<file path="src/rtl/seg7_pkg.sv">
// Shared constants and helpers for the multiplexed seven-segment display labs.
package seg7_pkg;

  localparam int NUM_DIGITS = 4;

  // Active-low outputs: all ones means nothing lit.
  localparam logic [6:0] SEG_OFF = 7'b1111111;
  localparam logic [3:0] AN_OFF  = 4'b1111;

  typedef logic [1:0] digit_idx_t;

  // Hex-to-segment table, active-low {g,f,e,d,c,b,a}; entry n is HEX_SEG[n].
  localparam logic [15:0][6:0] HEX_SEG = {
    7'b0001110,  // F
    7'b0000110,  // E
    7'b0100001,  // d
    7'b1000110,  // C
    7'b0000011,  // b
    7'b0001000,  // A
    7'b0010000,  // 9
    7'b0000000,  // 8
    7'b1111000,  // 7
    7'b0000010,  // 6
    7'b0010010,  // 5
    7'b0011001,  // 4
    7'b0110000,  // 3
    7'b0100100,  // 2
    7'b1111001,  // 1
    7'b1000000   // 0
  };

  // A digit is a leading zero when it and every digit to its left are zero.
  // The rightmost digit is always shown so a zero value still reads "0".
  function automatic logic digit_blanked(input logic [15:0] v, input digit_idx_t d);
    logic res;
    case (d)
      2'd1:    res = (v[15:4] == 12'h000);
      2'd2:    res = (v[15:8] == 8'h00);
      2'd3:    res = (v[15:12] == 4'h0);
      default: res = 1'b0;
    endcase
    return res;
  endfunction

  // Nibble of the 16-bit value belonging to digit d (digit0 = [3:0]).
  function automatic logic [3:0] digit_nibble(input logic [15:0] v, input digit_idx_t d);
    logic [3:0] res;
    case (d)
      2'd1:    res = v[7:4];
      2'd2:    res = v[11:8];
      2'd3:    res = v[15:12];
      default: res = v[3:0];
    endcase
    return res;
  endfunction

endpackage

</file>
<file path="src/rtl/seg7_scan_driver_if.sv">
// Display-side signal bundle of the scan driver.
// There is no valid/ready handshake: value/dp_in/blank_lz are level inputs
// sampled only at frame boundaries, and an/seg/dp/frame_tick are registered
// levels/pulses; dbg_idx exposes the digit-select state for observation.
interface seg7_scan_driver_if;
  import seg7_pkg::*;

  logic [15:0] value;
  logic [3:0]  dp_in;
  logic        blank_lz;
  logic [3:0]  an;
  logic [6:0]  seg;
  logic        dp;
  logic        frame_tick;
  digit_idx_t  dbg_idx;

  // Producer of the display value (counter stage or bench).
  modport master (
    output value, dp_in, blank_lz,
    input  an, seg, dp, frame_tick, dbg_idx
  );

  // The scan driver itself.
  modport slave (
    input  value, dp_in, blank_lz,
    output an, seg, dp, frame_tick, dbg_idx
  );
endinterface

</file>
<file path="src/rtl/seg7_hex_decoder.sv">
// Combinational hex nibble to active-low seven-segment pattern.
module seg7_hex_decoder
  import seg7_pkg::*;
(
  input  logic [3:0] nibble,
  output logic [6:0] seg
);

  assign seg = HEX_SEG[nibble];

endmodule

</file>
<file path="src/rtl/seg7_scan_driver.sv">
// Four-digit common-anode multiplexed display driver with a frame-boundary
// input snapshot, leading-zero blanking and a frame tick.
module seg7_scan_driver
  import seg7_pkg::*;
#(
  parameter int SCAN_DIV = 100000,
  parameter int PC_W     = 17
) (
  input logic               clk,
  input logic               rst_n,
  seg7_scan_driver_if.slave bus
);

  logic [PC_W-1:0] pc;
  digit_idx_t      idx;
  logic [15:0]     sh_value;
  logic [3:0]      sh_dp;
  logic            sh_blank;
  logic            load_pending;

  logic            tick;
  logic            wrap;
  logic [15:0]     cur_value;
  logic [3:0]      cur_dp;
  logic            cur_blank_lz;
  logic            cur_blank;
  logic [3:0]      cur_nib;
  logic [6:0]      dec_seg;

  logic [3:0]      an_q;
  logic [6:0]      seg_q;
  logic            dp_q;
  logic            frame_tick_q;

  assign tick = (pc == PC_W'(SCAN_DIV - 1));
  assign wrap = tick && (idx == 2'd3);

  // The first slot after reset must already show the value present at
  // release, so during the initial load the live inputs feed the decoder.
  assign cur_value    = load_pending ? bus.value    : sh_value;
  assign cur_dp       = load_pending ? bus.dp_in    : sh_dp;
  assign cur_blank_lz = load_pending ? bus.blank_lz : sh_blank;

  assign cur_nib   = digit_nibble(cur_value, idx);
  assign cur_blank = cur_blank_lz && digit_blanked(cur_value, idx);

  seg7_hex_decoder u_dec (
    .nibble (cur_nib),
    .seg    (dec_seg)
  );

  // Prescaler; each wrap advances the digit select.
  always_ff @(posedge clk or negedge rst_n) begin
    if (!rst_n) begin
      pc  <= '0;
      idx <= 2'd0;
    end else if (tick) begin
      pc  <= '0;
      idx <= idx + 2'd1;
    end else begin
      pc  <= pc + 1'b1;
    end
  end

  // Shadow copy of the inputs, refreshed only at frame boundaries.
  always_ff @(posedge clk or negedge rst_n) begin
    if (!rst_n) begin
      sh_value     <= 16'h0000;
      sh_dp        <= 4'h0;
      sh_blank     <= 1'b0;
      load_pending <= 1'b1;
    end else begin
      load_pending <= 1'b0;
      if (load_pending || wrap) begin
        sh_value <= bus.value;
        sh_dp    <= bus.dp_in;
        sh_blank <= bus.blank_lz;
      end
    end
  end

  // Registered display outputs for the currently selected digit.
  always_ff @(posedge clk or negedge rst_n) begin
    if (!rst_n) begin
      an_q         <= AN_OFF;
      seg_q        <= SEG_OFF;
      dp_q         <= 1'b1;
      frame_tick_q <= 1'b0;
    end else begin
      frame_tick_q <= wrap;
      if (cur_blank) begin
        an_q  <= AN_OFF;
        seg_q <= SEG_OFF;
        dp_q  <= 1'b1;
      end else begin
        an_q  <= ~(4'b0001 << idx);
        seg_q <= dec_seg;
        dp_q  <= ~cur_dp[idx];
      end
    end
  end

  assign bus.an         = an_q;
  assign bus.seg        = seg_q;
  assign bus.dp         = dp_q;
  assign bus.frame_tick = frame_tick_q;
  assign bus.dbg_idx    = idx;

endmodule

</file>
<file path="src/flat_wrapper.sv">
// flat-port wrapper written by rule: the top's interface ports become plain ports
module seg7_scan_driver_flat import seg7_pkg::*;
#(
  parameter int SCAN_DIV = 100000,
  parameter int PC_W     = 17
)
  (clk, rst_n, bus_value, bus_dp_in, bus_blank_lz, bus_an, bus_seg, bus_dp, bus_frame_tick, bus_dbg_idx);
  seg7_scan_driver_if bus_i ();
  input logic clk;
  input logic rst_n;
  input wire logic [$bits(bus_i.value)-1:0] bus_value;
  input wire logic [$bits(bus_i.dp_in)-1:0] bus_dp_in;
  input wire logic [$bits(bus_i.blank_lz)-1:0] bus_blank_lz;
  output wire logic [$bits(bus_i.an)-1:0] bus_an;
  output wire logic [$bits(bus_i.seg)-1:0] bus_seg;
  output wire logic [$bits(bus_i.dp)-1:0] bus_dp;
  output wire logic [$bits(bus_i.frame_tick)-1:0] bus_frame_tick;
  output wire logic [$bits(bus_i.dbg_idx)-1:0] bus_dbg_idx;
  assign bus_i.value = bus_value;
  assign bus_i.dp_in = bus_dp_in;
  assign bus_i.blank_lz = bus_blank_lz;
  assign bus_an = bus_i.an;
  assign bus_seg = bus_i.seg;
  assign bus_dp = bus_i.dp;
  assign bus_frame_tick = bus_i.frame_tick;
  assign bus_dbg_idx = bus_i.dbg_idx;
  seg7_scan_driver #(.SCAN_DIV(SCAN_DIV), .PC_W(PC_W)) u_core (.clk(clk), .rst_n(rst_n), .bus(bus_i));
endmodule
</file>
<file path="config.mk">
export PLATFORM = sky130hd
export DESIGN_NAME = seg7_scan_driver_flat
export DESIGN_NICKNAME = d
export VERILOG_FILES = /design/src/rtl/seg7_pkg.sv /design/src/rtl/seg7_scan_driver_if.sv /design/src/rtl/seg7_hex_decoder.sv /design/src/rtl/seg7_scan_driver.sv /design/src/flat_wrapper.sv
export SDC_FILE = /design/constraint.sdc
export NUM_CORES = 1
export LEC_CHECK = 0
export ABC_AREA = 1
export BUFFER_PORTS_ARGS = -buffer_cell sky130_fd_sc_hd__buf_2
export CORE_MARGIN = 8
export CORE_UTILIZATION = 50
export DETAILED_ROUTE_END_ITERATION = 10
export GPL_TIMING_DRIVEN = 0
export PLACE_DENSITY = 0.7
export SYNTH_ARGS = -nofsm -noshare
export SYNTH_HDL_FRONTEND = slang
export SYNTH_SLANG_ARGS = --single-unit
</file>
<file path="constraint.sdc">
create_clock -name clk -period 5.84 [get_ports clk]
set_input_delay 0 -clock clk [delete_from_list [all_inputs] [get_ports clk]]
set_output_delay 0 -clock clk [all_outputs]
set_load 0.02 [all_outputs]
</file>
==> results.md <==
- Routed wire per std cell: between 10 and 15 um
- Worst EP arrival: 2.52 ns
- Worst hold start: bus_value[15]
- Run status: completed
- Num rows: 28
- Main combinational cell family by area after synthesis: simple AND/OR/NAND/NOR gates
- Num Clock Sinks: 54
- Clk buf depth: 2
- CP Max Fanout: 8
- Cell variety after synth: 29
- RR Startpoint: u_core.bus.dbg_idx[0]
- Core box area: 0.00592 mm2
- ANT cells: 0
- Clk_lat worst skew: approximately 0.31 ns
- Hold Path Class: input port to register
- TritonCTS clock tree: yes
- Vias/cell: approximately 5
- Setup Fix Bufs, Post-CTS: 0
- Final hold viol count: 0
- Post-placement cell area: ~0.0033 mm2
- Layout Nets: just over 500
- WHS Path Cells: 4
- Worst Max-Slew Pin Slew: 1.15 ns
- Mux share of post-synthesis cell area: 0%
- Inserted Clock Buffers: 5
- Drt total wl: roughly 7000 um
- Xor and xnor area share after synthesis: 1.72%
- Syn-to-layout area delta: 20.1%
- Worst hold margin: roughly 0.43 ns
- Worst IR drop on VDD: around 0.00012 V
- DRT iter0 DRCs: approximately 150
- Worst hold endpoint: u_core.sh_value[15]
- Setup TNS: 0 ns
- Placer Congestion: just under 0.9
- Fillers: 541
- Fraction of the mapped netlist area in adder cells: under 10%
- Clock transition at path regs: about 0.09 ns
- Layout cell share with drive strength beyond 1: ~17%
- Skew final: about 0.0056 ns
- Min Tclk post-route: 2.29 ns
- Reg2Reg Depth: 11
- Number of nets still failing antenna checks after routing: 0
- Complex-gate fraction of the synthesized area: ~6%
- Setup crit end kind: register
- Syn Area/Cell: between 7 and 8 um2
- Die W: roughly 94 um
- H-Tree Depth: 2
- Seq/Total Area, Yosys: between 40% and 50%
- DR DRC count: 0
- Worst R2R Setup Slack: about 3.6 ns
- Final Setup Violations: 0
- Fmax: around 440 MHz
- First-pass GRT wire length: about 12000 um
- Clock root buffer: clkbuf_8
- RSZ-0062 raised after global routing: no
- Synth Flop Type: dfrtp_1
- P_leak: roughly 2.0 nW
- DIE AREA: roughly 0.0089 mm2
- Max Cap Violations: 0
- Via Count: 2773
- PortBufs: 37
- DRT Pass-1 Iters: 5
- # resized after CTS: 0
- Slew headroom: a little under a quarter
- Synthesized net count: 448
- Most common cell after layout, fill and taps aside: nand2_1
- Non-Filler Cell Area, Final: 0.00367 mm2
- Post-synthesis cell area: ~0.0031 mm2
- Post-synth EDFFs: 0
- Most frequent cells in the layout: nand2_1, inv_1, nand3_1
- All-Layer GR Usage: 16.7%
- WP data required: between 6 and 7 ns
- Period utilisation layout: 39.1%
- Hold buffer count at CTS: 22
- IO Pins: 38
- Synth warn: 0
- Dpl hpwl: ~5100 um
- Pin count of the biggest net entering global routing: 55
- RR Endpoint: u_core.bus.seg[5]
- Vias in the first global route: about 2700
- Mapped Cells: slightly above 400
- Max Transition Viols Final: 0
- Antenna violations before repair: 0
- Ys async rst share: 100%
- Worst setup SP type: register
- Die height: 94.2 um
- Starting Density: around half
- Post-Synth Simple-Gate Area: around 34%
- Synthesized flop and latch total: 54
- Total congestion overflow: 0
- Crit Path Class: register to register
- Power density over cell area: around 220 mW/mm2
## Yosys cell counts, types with 3 or more instances
cell / n / area (um2)
dfstp_2: 13 / 342
ha_1: 11 / 138
nor3_1: 5 / 25.0
o21ai_1: 5 / 25.0
nand2_2: 4 / 25.0
dfrtp_1: 41 / 1030
o21ai_0: 15 / 75.1
nand2_1: 150 / 563
xor2_1: 6 / 52.6
nand3_1: 49 / 245
nand4_1: 3 / 18.8
a21oi_1: 6 / 30.0
buf_4: 3 / 22.5
inv_1: 54 / 203
inv_2: 3 / 11.3
buf_2: 4 / 20.0
nor3b_1: 3 / 22.5
nor2_1: 26 / 97.6
## state kept, by name, summed over array words and instances (netlist names)
name and flops:
u_core.sh_blank 1, u_core.bus.dp 1, u_core.bus.seg 7, u_core.bus.frame_tick 1, u_core.pc 17, u_core.load_pending 1, u_core.sh_dp 4, u_core.sh_value 16
u_core.bus.dbg_idx 2, u_core.bus.an 4
## metal layers
| metal | track usage, % | wire length [um] |
|---|---|---|
| met3 | 3.28 | 385 |
| met1 | 21.5 | 3340 |
| met5 | 0 | 0 |
| met2 | 27.4 | 3170 |
| met4 | 5.15 | 79 |
## worst max-delay path, stage by stage, from the launching register on
cell	delay, ns
dfrtp_1	0.41
inv_1	0.17
ha_1	0.31
inv_1	0.21
nand2_1	0.11
o21ai_2	0.28
inv_1	0.13
ha_1	0.24
nand3_1	0.15
nand2_1	0.07
nand2_1	0.05
nand3_1	0.07
## layout make-up
| type | count | area [um2] | area share (%) |
|---|---|---|---|
| multi-input cells | 292 | 1400 | 38.2 |
| flip-flops and latches | 54 | 1370 | 37.2 |
| repair buffers | 59 | 405 | 11.0 |
| inverters | 58 | 219 | 5.96 |
| well taps | 75 | 93.8 | 2.55 |
| clock buffers | 7 | 86.3 | 2.35 |
| plain buffers | 10 | 68.8 | 1.87 |
| clock inverters | 1 | 30.0 | 0.817 |
## worst max-delay path by stage
stage	end	slack, ns	startpoint	depth (start not counted)
final	u_core.bus.seg[5]	3.55	u_core.bus.dbg_idx[0]	11
after global routing	u_core.bus.seg[3]	3.30	u_core.bus.dbg_idx[0]	12
after CTS	u_core.bus.seg[5]	3.55	u_core.bus.dbg_idx[0]	11
after detailed placement	u_core.bus.seg[3]	3.57	u_core.bus.dbg_idx[0]	11
after global placement	u_core.bus.seg[3]	3.60	u_core.bus.dbg_idx[0]	11
after floorplan	u_core.bus.seg[3]	3.80	u_core.bus.dbg_idx[0]	11
## per-stage QoR
| step | std cells | setup WS, ns | power (mW) | util, % |
|---|---|---|---|---|
| 2_1_floorplan | 414 | 3.80 | 0.490 | - |
| 3_5_place_dp | 526 | 3.57 | 0.532 | 56.4 |
| 6_report | 556 | 3.55 | 0.798 | 62.0 |
| 4_1_cts | 556 | 3.55 | 0.807 | 62.0 |
| 5_1_grt | 556 | 3.30 | 0.837 | 62.0 |
| 3_3_place_gp | 526 | 3.60 | 0.528 | 56.4 |
## where the power goes
group / internal (mW) / switching, mW
combinational: 0.0499 / 0.0779
clock: 0.140 / 0.122
sequential: 0.400 / 0.00799
total: 0.590 / 0.208
## cell families (layout without fill, tap and decap cells)
logic type,count (synthesis),after routing
AO/OA/AOI/OAI,31,31
XOR/XNOR,6,6
adder cells (fa/ha/maj),11,11
buffers and inverters,68,135
flip-flops,54,54
other,1,1
AND/OR/NAND/NOR,243,243
(Power assumes the default switching activity.)
